File: config.mk
export PLATFORM = sky130hd
export DESIGN_NAME = sr_flag_bank_arbiter_flat
export DESIGN_NICKNAME = d
export VERILOG_FILES = /design/src/rtl/sr_flag_bank_arbiter_if.sv /design/src/rtl/sr_flag_bank_arbiter.sv /design/src/flat_wrapper.sv
export SDC_FILE = /design/constraint.sdc
export NUM_CORES = 1
export LEC_CHECK = 0
export ABC_AREA = 1
export CORE_AREA = 2 2 65 73
export CTS_CLUSTER_SIZE = 14
export DETAILED_ROUTE_END_ITERATION = 8
export DIE_AREA = 0 0 67 75
export HOLD_SLACK_MARGIN = 0.05
export PLACE_DENSITY = 0.69
export SLEW_MARGIN = 20
export SYNTH_ARGS = -nofsm -noshare
export SYNTH_HDL_FRONTEND = slang
export SYNTH_SLANG_ARGS = --single-unit
File: constraint.sdc
create_clock -name clk -period 3.45 [get_ports clk]
set_input_delay 1.035 -clock clk [delete_from_list [all_inputs] [get_ports clk]]
set_output_delay 1.035 -clock clk [all_outputs]
set_load 0.01 [all_outputs]
File: src/rtl/sr_flag_bank_arbiter_if.sv
// Requester-side bus of the shared SR flag bank: per-requester req/op/idx,
// bulk clear, and the registered grant/ack/flag view returned by the bank.
interface sr_flag_bank_arbiter_if #(
  parameter int NREQ  = 4,
  parameter int NFLAG = 6,
  parameter int IDXW  = 3,
  parameter int GW    = 2
);
  logic [NREQ-1:0]      req;
  logic [NREQ-1:0]      op;
  logic [NREQ*IDXW-1:0] idx;
  logic                 clr_all;
  logic [NREQ-1:0]      ack;
  logic [NREQ-1:0]      err;
  logic                 gnt_valid;
  logic [GW-1:0]        gnt_id;
  logic [NFLAG-1:0]     flags;

  modport master (
    output req, op, idx, clr_all,
    input  ack, err, gnt_valid, gnt_id, flags
  );

  modport slave (
    input  req, op, idx, clr_all,
    output ack, err, gnt_valid, gnt_id, flags
  );
endinterface

File: src/rtl/sr_flag_bank_arbiter.sv
// Round-robin shared SR flag bank: one requester transaction commits per cycle,
// and bulk clear merges into the same SR update so set always wins.

module sr_flag_bank_arbiter_cell (
  input  logic clk,
  input  logic rst,
  input  logic s_i,
  input  logic r_i,
  output logic q_o
);
  logic q_q, q_d;

  assign q_d = s_i | (q_q & ~r_i);

  always_ff @(posedge clk) begin
    if (rst) q_q <= 1'b0;
    else     q_q <= q_d;
  end

  assign q_o = q_q;
endmodule

module sr_flag_bank_arbiter #(
  parameter int NREQ  = 4,
  parameter int NFLAG = 6,
  parameter int IDXW  = 3,
  parameter int GW    = 2
) (
  input  logic                   clk,
  input  logic                   rst,
  sr_flag_bank_arbiter_if.slave  bus
);
  localparam logic [IDXW:0] NFLAG_L = (IDXW+1)'(NFLAG);
  localparam logic [GW:0]   NREQ_L  = (GW+1)'(NREQ);

  logic [NREQ-1:0][IDXW-1:0] idx_v;
  logic [NREQ-1:0]           elig;
  logic [NREQ-1:0]           ack_q, ack_d, err_q, err_d;
  logic                      gnt_valid_q, gnt_any;
  logic [GW-1:0]             gnt_id_q, gnt_id_d, rr_ptr_q, rr_ptr_d, gnt_sel;
  logic [GW:0]               cand, nxt;
  logic [IDXW-1:0]           sel_idx;
  logic                      sel_op, sel_legal;
  logic [NFLAG-1:0]          idx_oh, set_mask, clr_mask, flags;

  assign idx_v = bus.idx;

  // Masking by ack keeps a requester from being granted twice while it drops req.
  assign elig = bus.req & ~ack_q;

  always_comb begin
    gnt_any = 1'b0;
    gnt_sel = '0;
    cand    = '0;
    for (int k = 0; k < NREQ; k++) begin
      cand = {1'b0, rr_ptr_q} + (GW+1)'(k);
      if (cand >= NREQ_L) cand = cand - NREQ_L;
      if (!gnt_any && elig[cand[GW-1:0]]) begin
        gnt_any = 1'b1;
        gnt_sel = cand[GW-1:0];
      end
    end
  end

  assign sel_idx   = idx_v[gnt_sel];
  assign sel_op    = bus.op[gnt_sel];
  assign sel_legal = ({1'b0, sel_idx} < NFLAG_L);

  for (genvar f = 0; f < NFLAG; f++) begin : g_oh
    assign idx_oh[f] = (sel_idx == IDXW'(f));
  end

  always_comb begin
    set_mask = '0;
    clr_mask = {NFLAG{bus.clr_all}};
    if (gnt_any && sel_legal) begin
      if (sel_op) set_mask = idx_oh;
      else        clr_mask = clr_mask | idx_oh;
    end
  end

  always_comb begin
    ack_d    = '0;
    err_d    = '0;
    gnt_id_d = gnt_id_q;
    rr_ptr_d = rr_ptr_q;
    nxt      = {1'b0, gnt_sel} + (GW+1)'(1);
    if (nxt >= NREQ_L) nxt = '0;
    if (gnt_any) begin
      ack_d[gnt_sel] = 1'b1;
      err_d[gnt_sel] = ~sel_legal;
      gnt_id_d       = gnt_sel;
      rr_ptr_d       = nxt[GW-1:0];
    end
  end

  always_ff @(posedge clk) begin
    if (rst) begin
      ack_q       <= '0;
      err_q       <= '0;
      gnt_valid_q <= 1'b0;
      gnt_id_q    <= '0;
      rr_ptr_q    <= '0;
    end else begin
      ack_q       <= ack_d;
      err_q       <= err_d;
      gnt_valid_q <= gnt_any;
      gnt_id_q    <= gnt_id_d;
      rr_ptr_q    <= rr_ptr_d;
    end
  end

  for (genvar f = 0; f < NFLAG; f++) begin : g_flag
    sr_flag_bank_arbiter_cell u_cell (
      .clk (clk),
      .rst (rst),
      .s_i (set_mask[f]),
      .r_i (clr_mask[f]),
      .q_o (flags[f])
    );
  end

  assign bus.ack       = ack_q;
  assign bus.err       = err_q;
  assign bus.gnt_valid = gnt_valid_q;
  assign bus.gnt_id    = gnt_id_q;
  assign bus.flags     = flags;
endmodule

File: src/flat_wrapper.sv
// flat-port wrapper written by rule: the top's interface ports become plain ports
module sr_flag_bank_arbiter_flat 
#(
  parameter int NREQ  = 4,
  parameter int NFLAG = 6,
  parameter int IDXW  = 3,
  parameter int GW    = 2
)
  (clk, rst, bus_req, bus_op, bus_idx, bus_clr_all, bus_ack, bus_err, bus_gnt_valid, bus_gnt_id, bus_flags);
  sr_flag_bank_arbiter_if #(.NREQ(NREQ), .NFLAG(NFLAG), .IDXW(IDXW), .GW(GW)) bus_i ();
  input  logic clk;
  input  logic rst;
  input wire logic [$bits(bus_i.req)-1:0] bus_req;
  input wire logic [$bits(bus_i.op)-1:0] bus_op;
  input wire logic [$bits(bus_i.idx)-1:0] bus_idx;
  input wire logic [$bits(bus_i.clr_all)-1:0] bus_clr_all;
  output wire logic [$bits(bus_i.ack)-1:0] bus_ack;
  output wire logic [$bits(bus_i.err)-1:0] bus_err;
  output wire logic [$bits(bus_i.gnt_valid)-1:0] bus_gnt_valid;
  output wire logic [$bits(bus_i.gnt_id)-1:0] bus_gnt_id;
  output wire logic [$bits(bus_i.flags)-1:0] bus_flags;
  assign bus_i.req = bus_req;
  assign bus_i.op = bus_op;
  assign bus_i.idx = bus_idx;
  assign bus_i.clr_all = bus_clr_all;
  assign bus_ack = bus_i.ack;
  assign bus_err = bus_i.err;
  assign bus_gnt_valid = bus_i.gnt_valid;
  assign bus_gnt_id = bus_i.gnt_id;
  assign bus_flags = bus_i.flags;
  sr_flag_bank_arbiter #(.NREQ(NREQ), .NFLAG(NFLAG), .IDXW(IDXW), .GW(GW)) u_core (.clk(clk), .rst(rst), .bus(bus_i));
endmodule
Word-level counts from Yosys, hierarchy flattened --
Index checks and enable logic that the tools add are counted.
Storage, ports and cells: flip-flop bits (word level) 19, memories 0, bits in latches 0, word-level logic and storage cells 101, output and inout port bits 17, bits in read-only memories 0, memory bits (writable) 0
Cells by class: div/mod/pow operators 0, order comparisons 12, bitwise logic cells 24, equality and inequality tests 5, $add $sub $neg 8, reduce and logical (&&, ||, !) cells 10, multiply operators 0, muxes and demuxes 31, shift-type cells 0
Operators with widths (number):
- $mux 6 | 4
- $mux 2 | 9
- $lt 2x3->1 const B | 5
- $ge 3x3->1 const B | 4
- $bmux 1 s2 | 5
- $mux 1 | 10
- $and 4x4->4 | 2
- $not 1->1 | 8
- $sub 2x1->2 const B | 4
- $add 2x1->3 const B | 2
- $add 2x2->3 const B | 2
- $and 1x1->1 | 6
- $bmux 3 s2 | 1
- $eq 3x2->1 const B | 2
- $eq 3x3->1 const B | 2
- $or 1x1->1 | 6
- $or 6x6->6 | 1
- $logic_and 1x1->1 | 5
- $not 4->4 | 1
- $eq 3x1->1 const B | 1
- $ge 2x3->1 const B | 1
- $logic_not 1->1 | 3
- $logic_not 3->1 | 1
- $lt 3x3->1 const B | 1
- 4 further kinds | 4

Depth between registers and ports, before layout --
depth after elaboration 23, mapped depth 21

Modules after synthesis --
A second synthesis with hierarchy kept.
Unflattened totals: cell total of the unflattened synthesis 208, area, all modules 1437.6 µm²
By module, submodules not included:
- sr_flag_bank_arbiter | area an instance 1197.4 µm², cells each 178, times used 1
- sr_flag_bank_arbiter_cell | area an instance 40.0 µm², cells each 5, times used 6

Worst setup path after synthesis --
No wires, ideal clock.
path kind input to register, start point input port bus_req[3], end point register u_core.g_flag[0].u_cell.q_q, library setup time 0.130 ns, setup slack 0.882 ns, stages on the path 13, buffers on the path 1, arrival time 2.438 ns, required time 3.320 ns, path through nand3_1 nand3_1 nand2_1 nand4_4 nand2_4 nand2_4 buf_8 nand2_1 nand3_1 nand2_1 nand3_2 o21bai_1 a21oi_1
On the way: cells in the longest elaborated chain, start to end 22, elaborated cells on any way between the ends 38
Ends and longest elaborated chain:
- start, declared | RTL line flat_wrapper.sv:13 | input wire logic [$bits(bus_i.req)-1:0] bus_req;
- $and 4x4->4 * | RTL line sr_flag_bank_arbiter.sv:49 | assign elig = bus.req & ~ack_q;
- $bmux 1 s2 | RTL line sr_flag_bank_arbiter.sv:58 | if (!gnt_any && elig[cand[GW-1:0]]) begin
- $mux 1 (implied by the code) | RTL line sr_flag_bank_arbiter.sv:58
- $mux 1 | RTL line sr_flag_bank_arbiter.sv:58
- $logic_not 1->1 | RTL line sr_flag_bank_arbiter.sv:58
- $logic_and 1x1->1 | RTL line sr_flag_bank_arbiter.sv:58
- $mux 1 | RTL line sr_flag_bank_arbiter.sv:58
- $logic_not 1->1 | RTL line sr_flag_bank_arbiter.sv:58
- $logic_and 1x1->1 | RTL line sr_flag_bank_arbiter.sv:58
- $mux 1 | RTL line sr_flag_bank_arbiter.sv:58
- $logic_not 1->1 | RTL line sr_flag_bank_arbiter.sv:58
- $logic_and 1x1->1 | RTL line sr_flag_bank_arbiter.sv:58
- $mux 2 * | RTL line sr_flag_bank_arbiter.sv:58
- via u_core.gnt_sel[0] | RTL line sr_flag_bank_arbiter.sv:40 | logic [GW-1:0] gnt_id_q, gnt_id_d, rr_ptr_q, rr_ptr_d, gnt_sel;
- branches (longest 8 deep; another with $lt 3x3->1)
- $or 1x1->1 * | RTL line sr_flag_bank_arbiter.sv:13 | assign q_d = s_i | (q_q & ~r_i);
- end signal, assigned | RTL line sr_flag_bank_arbiter.sv:17 | else q_q <= q_d;
- end, declared | RTL line sr_flag_bank_arbiter.sv:11 | logic q_q, q_d;
Mark *: on every way through the listed nets, which the timed path passes. The select of a mux whose other input is x is not followed. A chain may end at the register's enable or synchronous reset.

Worst setup path after layout --
start point input port bus_req[3], end point register u_core.g_flag[0].u_cell.q_q
On the way: cells in the longest elaborated chain, start to end 22, elaborated cells on any way between the ends 38
Ends and longest elaborated chain (RTL line):
- $and 4x4->4 * | sr_flag_bank_arbiter.sv:49
- branches (longest 20 deep; another with $bmux 1 s2)
- $or 1x1->1 * | sr_flag_bank_arbiter.sv:13
Mark *: on every way between the ends. The select of a mux whose other input is x is not followed.

==> metrics.txt <==
worst vdd ir=0.495 mV; GRT Total Usage=13.0%; FF-to-FF path depth=13; CTS Sinks=19; crit-path cells=clkdlybuf4s50_1, nand3_1, nand3_1, nand2_1, nand2_2, nand2_2, nand2_4, nand2_1, nand3_1, nand2_4, nand2_8, nand3_2, o21bai_1, a21oi_1; DRC viols=0; Max Cap Viol=0; Reg2Reg Capture Point=u_core.g_flag[0].u_cell.q_o$_SDFF_PP0_; Initial Utilization=34.0%; Worst-Margin Slew=446 ps; Post-DP HPWL=2470 um; non-filler cells, final=302; I/O pin cnt=40; CP max stage cell=clkdlybuf4s50_1; top_reg_cell synth=dfxtp_1; placed cells=298; vias in the first global route=1283; Critical Path Max Stage Delay=480 ps; CP Class=in2reg; grt met3 use=2.84%; final setup TNS=0 ps; Synthesis Warnings=0; final WL=3050 um; worst min-delay path class=reg2reg; DR pass1 iterations=4; Min Hold Slack=469 ps; CTS tree=done; ys async rst share=0%; First DRT Iteration DRCs=60; H-Tree Depth=1; GR peak layer=met2; RSZ-0062 raised after global routing=no; Hold Path Cell Cnt=2; core area=4250 um^2; setup slack, reg-to-reg=1010 ps; Max Slew Vio Count=0; fmax=0.331 GHz; Post-Synthesis Cells=213; final net count=276; routed vias=1360; GR Layer Usage met1=15.9%; register area=380 um^2; Via density=4.50; CP arrival=3150 ps; CP max FO=12; final setup vio count=0; EDFF count, synth=0; CTS root buf=clkbuf_8; Post-CTS Resized=0; num rows=25; CP Launch Point=bus_req[3]; clock latency on the worst-skew pair=250 ps; #FFs+latches synth=19; Lkg Pwr=0.904 nW; syn avg cell area=6.80 um^2; Routed Antenna Nets=0; synth-to-layout area growth=30.2%; WL per Instance=10.1 um; multi-input logic area=866 um^2; worst r2r src=u_core.rr_ptr_q[0]$_SDFFE_PP0N_; worst path required time=3580 ps; Hold Vio Cnt, Final=0; Clock Skew=0.684 ps; crit-path most repeated cell=nand3_1; maximum clock insertion buffer count=2; Die Area=5030 um^2; Worst-path clk slew=70 ps; startpoint types=primary input; Mapped Area=1450 um^2; status=finished, final reports clean; syn nets=240; initial antenna violation count=0; # fillers=459; Chip Width=67 um; Port Buffer Count=39; TritonCTS Buffers=3; Antenna diodes=0; routability cong.=0.871; Tcrit/Tclk final=87.5%; Hold Path Sink=u_core.bus.gnt_id[1]$_SDFFE_PP0N_; met2 Track Usage GR=23.7%; Setup crit end kind=flip-flop; Final min period=3020 ps; layout cells sized above 1=14.1%; Die Ht=75 um; register area share after synthesis=26.3%; CTS Hold Bufs=0; final global-route overflow total=0; max_slew headroom=70.2%; post-synthesis cell type count=26; worst hold start=u_core.bus.gnt_id[1]$_SDFFE_PP0N_; largest net degree at the start of global routing=13; first-pass GRT wire length=5150 um; Pwr per Cell Area=1140 nW/um^2; postcts setup bufs=0
registers in the layout (all words and copies together) (netlist names):
signal                    flops
u_core.bus.gnt_id             2
u_core.bus.err                4
u_core.g_flag.u_cell.q_o      6
u_core.rr_ptr_q               2
u_core.bus.ack                4
u_core.bus.gnt_valid          1
routing by layer:
metal  wire (um)  vias to the layer above
met1        1390                      568
met4           0                        0
met2        1460                       51
li1            -                      741
met3         195                        0
met5           0                        -
worst max path at each step:
stage,end
floorplan,u_core.g_flag[0].u_cell.q_o$_SDFF_PP0_
global placement,u_core.g_flag[3].u_cell.q_o$_SDFF_PP0_
detailed placement,u_core.g_flag[4].u_cell.q_o$_SDFF_PP0_
CTS,u_core.g_flag[0].u_cell.q_o$_SDFF_PP0_
global route,u_core.g_flag[0].u_cell.q_o$_SDFF_PP0_
finish,u_core.g_flag[0].u_cell.q_o$_SDFF_PP0_
report_power, final:
part / internal [mW] / switching, mW / leakage (nW) / total [mW]
Sequential: 0.297 / 0.0532 / 0.155 / 0.350
Combinational: 0.590 / 1.05 / 0.723 / 1.64
Clock: 0.0802 / 0.0686 / 0.0255 / 0.149
Total: 0.967 / 1.18 / 0.904 / 2.14
synthesized netlist by cell type (2+ instances only):
| cell type | n | area share, % |
|---|---|---|
| inv_1 | 30 | 7.8 |
| a21oi_1 | 8 | 2.8 |
| o21bai_1 | 5 | 2.6 |
| nand3_1 | 31 | 11 |
| nand2_1 | 60 | 16 |
| ha_1 | 4 | 3.5 |
| nor2_4 | 2 | 1.6 |
| nor3_1 | 4 | 1.4 |
| buf_4 | 6 | 3.1 |
| nand2_4 | 7 | 5.4 |
| nor2_1 | 6 | 1.6 |
| inv_2 | 2 | 0.52 |
| nand4_1 | 3 | 1.3 |
| nand3_2 | 6 | 4.1 |
| dfxtp_1 | 19 | 26 |
| nand3b_1 | 2 | 1.0 |
| nand2_2 | 9 | 3.9 |
through the flow:
step | setup slack, ps | utilization (%) | power (mW) | cell area (um^2)
6_report | 432 | 44.3 | 2.14 | 1880
5_1_grt | 220 | 44.3 | 2.37 | 1880
4_1_cts | 435 | 44.3 | 2.17 | 1880
3_5_place_dp | 179 | 43.2 | 2.01 | 1840
3_3_place_gp | 194 | 43.2 | 1.99 | 1840
2_1_floorplan | 882 | - | 1.69 | 1450
area by class of cell:
cell class,count,share of cell area [%]
Clock buffer,3,2.19
Clock inverter,1,0.266
Inverter,33,6.71
Multi-Input combinational cell,152,45.9
Sequential cell,19,20.2
Tap cell,54,3.59
Timing Repair Buffer,40,21.1
layout by cell type (no fill, tap or decap), types with 2 or more instances in the layout:
cell type / instances
nand3b_1: 2
nor3_1: 4
nand4_1: 3
ha_1: 4
dfxtp_1: 19
nand2_4: 7
nor2_1: 6
nand2_1: 60
nor2_4: 2
clkdlybuf4s50_1: 39
inv_2: 2
inv_1: 30
nand3_1: 31
a21oi_1: 8
nand2_2: 9
nand3_2: 6
clkbuf_8: 3
o21bai_1: 5
kinds of logic (layout without fill, tap and decap cells):
kind of cell | after synthesis | after routing | share of synthesized area (%)
buffers and inverters | 42 | 77 | 13.9
adders and majority gates | 4 | 4 | 3.46
DFF | 19 | 19 | 26.3
AOI/OAI and AO/OA | 15 | 15 | 6.22
and+or+nand+nor | 133 | 133 | 50.1
critical path, delay by kind of cell:
family / cells / cell delay [ps]
AO/OA/AOI/OAI: 2 / 230
buffers and inverters: 1 / 480
AND/OR/NAND/NOR: 11 / 1410
No activity file was read; power rests on OpenSTA's default activity.
==> patch 1 (config.mk and constraints unchanged) <==
Reset style: asynchronous (`rst`), changed in 2 clocked blocks.
--- a/src/rtl/sr_flag_bank_arbiter.sv
+++ b/src/rtl/sr_flag_bank_arbiter.sv
@@ -12,7 +12,7 @@
 
   assign q_d = s_i | (q_q & ~r_i);
 
-  always_ff @(posedge clk) begin
+  always_ff @(posedge clk or posedge rst) begin
     if (rst) q_q <= 1'b0;
     else     q_q <= q_d;
   end
@@ -94,7 +94,7 @@
     end
   end
 
-  always_ff @(posedge clk) begin
+  always_ff @(posedge clk or posedge rst) begin
     if (rst) begin
       ack_q       <= '0;
       err_q       <= '0;
Behaviour: differs if rst is asserted again (counterexample within 4 cycles, from zero or initial values and one cycle with rst high); with rst held inactive, the same outputs for 10 cycles.
==> patch 1 against the unedited design <==
  * Setup slack gained 0.059 ns
  * Clock skew grew 0.0098 ns
  * Global-route usage grew 0.63 points
  * Routed wire length grew 4.4%
  * Hold slack gained 0.037 ns
  * Cell area grew 5.6%
  * Area after synthesis grew 7.3%
  * Sequential cell count is the same
  * Synthesized cell count grew 1.4%
  * Non-clock buffer count grew 2
  * Critical endpoint is now u_core.g_flag[1].u_cell.q_o
  * Highest routed layer is now met4
Power is not shown: default switching activity piles up to over one toggle a cycle in this logic, so the estimate is an artifact.
==> patch 1: results (changes against the unedited design) <==
Setup Fix Bufs, Post-CTS 0 (unchanged); share of layout cells above drive strength 1 18.3% (+4.2 points); HPWL after DPL 2560 um (+3.7%); Post-synth EDFFs 0 (unchanged); sequential area share after synthesis 30.6% (+4.3 points); Worst path slowest cell clkdlybuf4s50_1; worst r2r src u_core.rr_ptr_q[0]; R2R Setup Slk 1.02 ns; CTS Buf Count 3 (unchanged); Synth area leaders dfrtp_1 31%, nand2_1 14%, nand3_1 11%; via count 1387 (+2.0%); Slew Limit Headroom 52.4% (-18 points); ys async rst share 100% (+100 points); syn nets 243 (+1.3%); depth of the worst register-to-register path 15 (+2); DRT iter0 DRCs 62 (+3.3%); vias in the first global route 1247 (-2.8%); max reg flops 6 (unchanged); detailed-router iteration count before antenna repair 4 (unchanged); first-pass GRT wire length 5390 um (+4.7%); Ys Warns 0 (unchanged); top post-synthesis cells by count 56 x nand2_1, 35 x nand3_1, 30 x inv_1, 19 x dfrtp_1, 13 x nor2_1; largest net degree at the start of global routing 21 (+8); placed inst area 0.00194 sq mm (+5.8%); Yosys cell types 24 (-7.7%); min-delay src u_core.bus.gnt_id[1]; reg2reg end u_core.g_flag[1].u_cell.q_o; final WL 3180 um (+4.4%); Hold EP u_core.bus.gnt_id[1]; gpl congestion 0.898 (+3.1%); Bufs on Longest Clock Path 2 (unchanged); Final #Nets 279 (+1.1%); ANT cells 0 (unchanged); CP max FO 20 (+8); cell family with most CP delay simple AND/OR/NAND/NOR gates; gr usage total 13.6% (+0.63 points); Clock transition at path regs 0.08 ns; clock skew 0.0105 ns (+0.00980 ns); status completed
[patch 1: logic make-up after synthesis]
group                    after synthesis  share of synthesized area [%]
AND/OR/NAND/NOR                      140                           47.7
flip-flops                            19                           30.6
adder cells (fa/ha/maj)                4                           3.22
AO/OA/AOI/OAI                         10                           4.67
buffers and inverters                 43                           13.8
[patch 1: cell type report]
class	instances	area [sq um]
fill	449	2260
multi-input combinational	154	863
sequential	19	475
timing repair buffer	42	413
inverter	32	125
tap	54	67.6
clock buffer	3	41.3
clock inverter	1	5.00
[patch 1: worst reg2reg max path, delay by kind of cell, from the launching register on]
family	cells	cell delay, ns
DFF	1	0.66
and+or+nand+nor	15	1.69
[patch 1: stage by stage]
stage	cells	setup WS [ns]	utilization [%]	hold slack, ns
4_1_cts	305	0.483	46.8	0.509
3_5_place_dp	301	0.218	45.7	0.490
2_1_floorplan	216	1.03	-	0.516
5_1_grt	305	0.270	46.8	0.541
6_report	305	0.491	46.8	0.506
3_3_place_gp	301	0.269	45.7	0.482
[patch 1: worst max path at each step]
stage	slack, ns	startpoint	cells after the start	to
after floorplan	1.03	bus_req[1]	17	u_core.g_flag[4].u_cell.q_o
after global placement	0.27	bus_req[3]	16	u_core.g_flag[2].u_cell.q_o
after detailed placement	0.22	bus_req[3]	16	u_core.g_flag[0].u_cell.q_o
after CTS	0.48	bus_req[3]	16	u_core.g_flag[0].u_cell.q_o
after global routing	0.27	bus_req[3]	16	u_core.g_flag[3].u_cell.q_o
final	0.49	bus_req[3]	16	u_core.g_flag[1].u_cell.q_o
[patch 1: per-layer routing]
layer | global-route usage (%) | wire [um] | part of all wire, %
met2 | 23.3 | 1530 | 48
met1 | 18.5 | 1500 | 47
met3 | 1.35 | 136 | 4.3
met4 | 3.40 | 16 | 0.50
met5 | 0 | 0 | 0
==> patch 2 (config.mk and constraints unchanged) <==
Made on the original files. `NREQ` is set to 4 in 3 places; all go to 8.
--- a/src/rtl/sr_flag_bank_arbiter_if.sv
+++ b/src/rtl/sr_flag_bank_arbiter_if.sv
@@ -1,7 +1,7 @@
 // Requester-side bus of the shared SR flag bank: per-requester req/op/idx,
 // bulk clear, and the registered grant/ack/flag view returned by the bank.
 interface sr_flag_bank_arbiter_if #(
-  parameter int NREQ  = 4,
+  parameter int NREQ  = 8,
   parameter int NFLAG = 6,
   parameter int IDXW  = 3,
   parameter int GW    = 2
--- a/src/rtl/sr_flag_bank_arbiter.sv
+++ b/src/rtl/sr_flag_bank_arbiter.sv
@@ -21,7 +21,7 @@
 endmodule
 
 module sr_flag_bank_arbiter #(
-  parameter int NREQ  = 4,
+  parameter int NREQ  = 8,
   parameter int NFLAG = 6,
   parameter int IDXW  = 3,
   parameter int GW    = 2
--- a/src/flat_wrapper.sv
+++ b/src/flat_wrapper.sv
@@ -1,7 +1,7 @@
 // flat-port wrapper written by rule: the top's interface ports become plain ports
 module sr_flag_bank_arbiter_flat 
 #(
-  parameter int NREQ  = 4,
+  parameter int NREQ  = 8,
   parameter int NFLAG = 6,
   parameter int IDXW  = 3,
   parameter int GW    = 2
Interface: changed (5 resized); port bits go from 40 to 68. The function was not compared with the original's and may differ.
==> patch 2 against the unedited design <==
  * Global-route usage shrank 3.4 points
  * Synthesized cell count shrank 31%
  * Area after synthesis shrank 27%
  * Sequential cell count shrank 2
  * Routed wire length shrank 27%
  * Setup slack gained 0.64 ns
  * Die area is the same
  * Cell area shrank 21%
Power is left out: it rests on default switching activity, and per cell area and clock period it moved more than threefold.
==> patch 2: results (changes against the unedited design) <==
clock skew 0.00714 ns (+0.00646 ns); post-DR vias/cell 3.90 (-13%); ys async rst share 0% (unchanged); sequential area share after synthesis 32.0% (+5.7 points); share of layout cells above drive strength 1 16.5% (+2.4 points); first-pass GRT wire length 3760 um (-27%); ys flop type dfxtp_1; xor-xnor portion of the synthesized cell area 0% (unchanged); vias in the first global route 849 (-34%); Yosys cell types 22 (-15%); gr usage total 9.57% (-3.4 points); Synth Area in Compound Gates 3.88% (-2.3 points); Ys Warns 0 (unchanged); adder-cell share of the synthesized area 0% (-3.5 points); CTS H-tree depth 1 (unchanged); CTS root buffer clkbuf_8; Final #Nets 226 (-18%); HPWL after DPL 1890 um (-24%); Port Buffer Count 39 (unchanged); initial antenna violation count 0 (unchanged); latest clock arrival within the worst-skew pair 0.25 ns (about the same); Filler cells 477 (+3.9%); Hold Crit Class reg2reg; status completed; detailed-router iteration count before antenna repair 4 (unchanged); max reg flops 6 (unchanged); gpl congestion 0.754 (-13%); Clock transition at path regs 0.06 ns; Worst EP arrival 2.52 ns (-0.63 ns); post-synthesis mux area share 0% (unchanged); final WL 2220 um (-27%); Bufs on Longest Clock Path 2 (unchanged); CTS-repair resized insts 0 (unchanged); top post-synthesis cells by count 26 x inv_1, 23 x nor2_1, 19 x nand2_1, 17 x dfxtp_1, 14 x buf_4; CP max FO 7 (-5); R2R Setup Slk 1.96 ns (+0.95 ns); CTS Buf Count 3 (unchanged); Setup Fix Bufs, Post-CTS 0 (unchanged); DRT iter0 DRCs 10 (-83%); ANT cells 0 (unchanged); Synth area leaders dfxtp_1 32%, buf_4 9.9%, inv_1 9.2%; largest net degree at the start of global routing 12 (-1); total congestion overflow 0 (unchanged)
-- patch 2: cell count changes after synthesis, moves of 5 or more --
cell,unedited run,this run
nand2_1,60,19
nor2_1,6,23
buf_4,6,14
o21bai_1,5,0
nand2_4,7,2
nand3_1,31,4
-- patch 2: final timing paths --
path	startpoint	to	cells after the start
setup reg to reg	u_core.bus.ack[0]	u_core.g_flag[0].u_cell.q_o	11
setup / recovery	bus_req[1]	u_core.g_flag[0].u_cell.q_o	10
hold reg to reg	u_core.g_flag[0].u_cell.q_o	u_core.g_flag[0].u_cell.q_o	2
hold / removal	u_core.g_flag[0].u_cell.q_o	u_core.g_flag[0].u_cell.q_o	2
-- patch 2: worst max-delay path: stages --
cell             delay (ns)
clkdlybuf4s50_1        0.55
nand2_4                0.09
nand3_4                0.12
nor2_1                 0.06
nor2_2                 0.13
nand3_4                0.14
nor3_2                 0.23
nand2_1                0.07
nand2_1                0.06
nor2_1                 0.04
-- patch 2: stage by stage --
stage	hold WS (ns)	instances	instance area [sq um]	worst slack, ns	utilization [%]
after global placement	0.464	232	1440	0.814	33.8
after CTS	0.500	236	1490	1.06	35.0
final	0.497	236	1490	1.07	35.0
after floorplan	0.461	154	1090	1.43	-
after detailed placement	0.482	232	1440	0.794	33.8
after global routing	0.527	236	1490	0.892	35.0
-- patch 2: final cells by class --
type / instances / area share [%]
well taps: 54 / 4.54
clock buffers: 3 / 2.78
inverters: 28 / 7.06
repair buffers: 39 / 26.2
clock inverters: 1 / 0.505
multi-input cells: 94 / 36.0
flip-flops and latches: 17 / 22.9
-- patch 2: metal layers --
metal  vias up  GRT usage, %  routed length, um
li1        496             -                  -
met1       399          11.8                969
met2        26          17.1               1100
met3         0          2.99                145
met4         0         0.680                  0
met5         -             0                  0
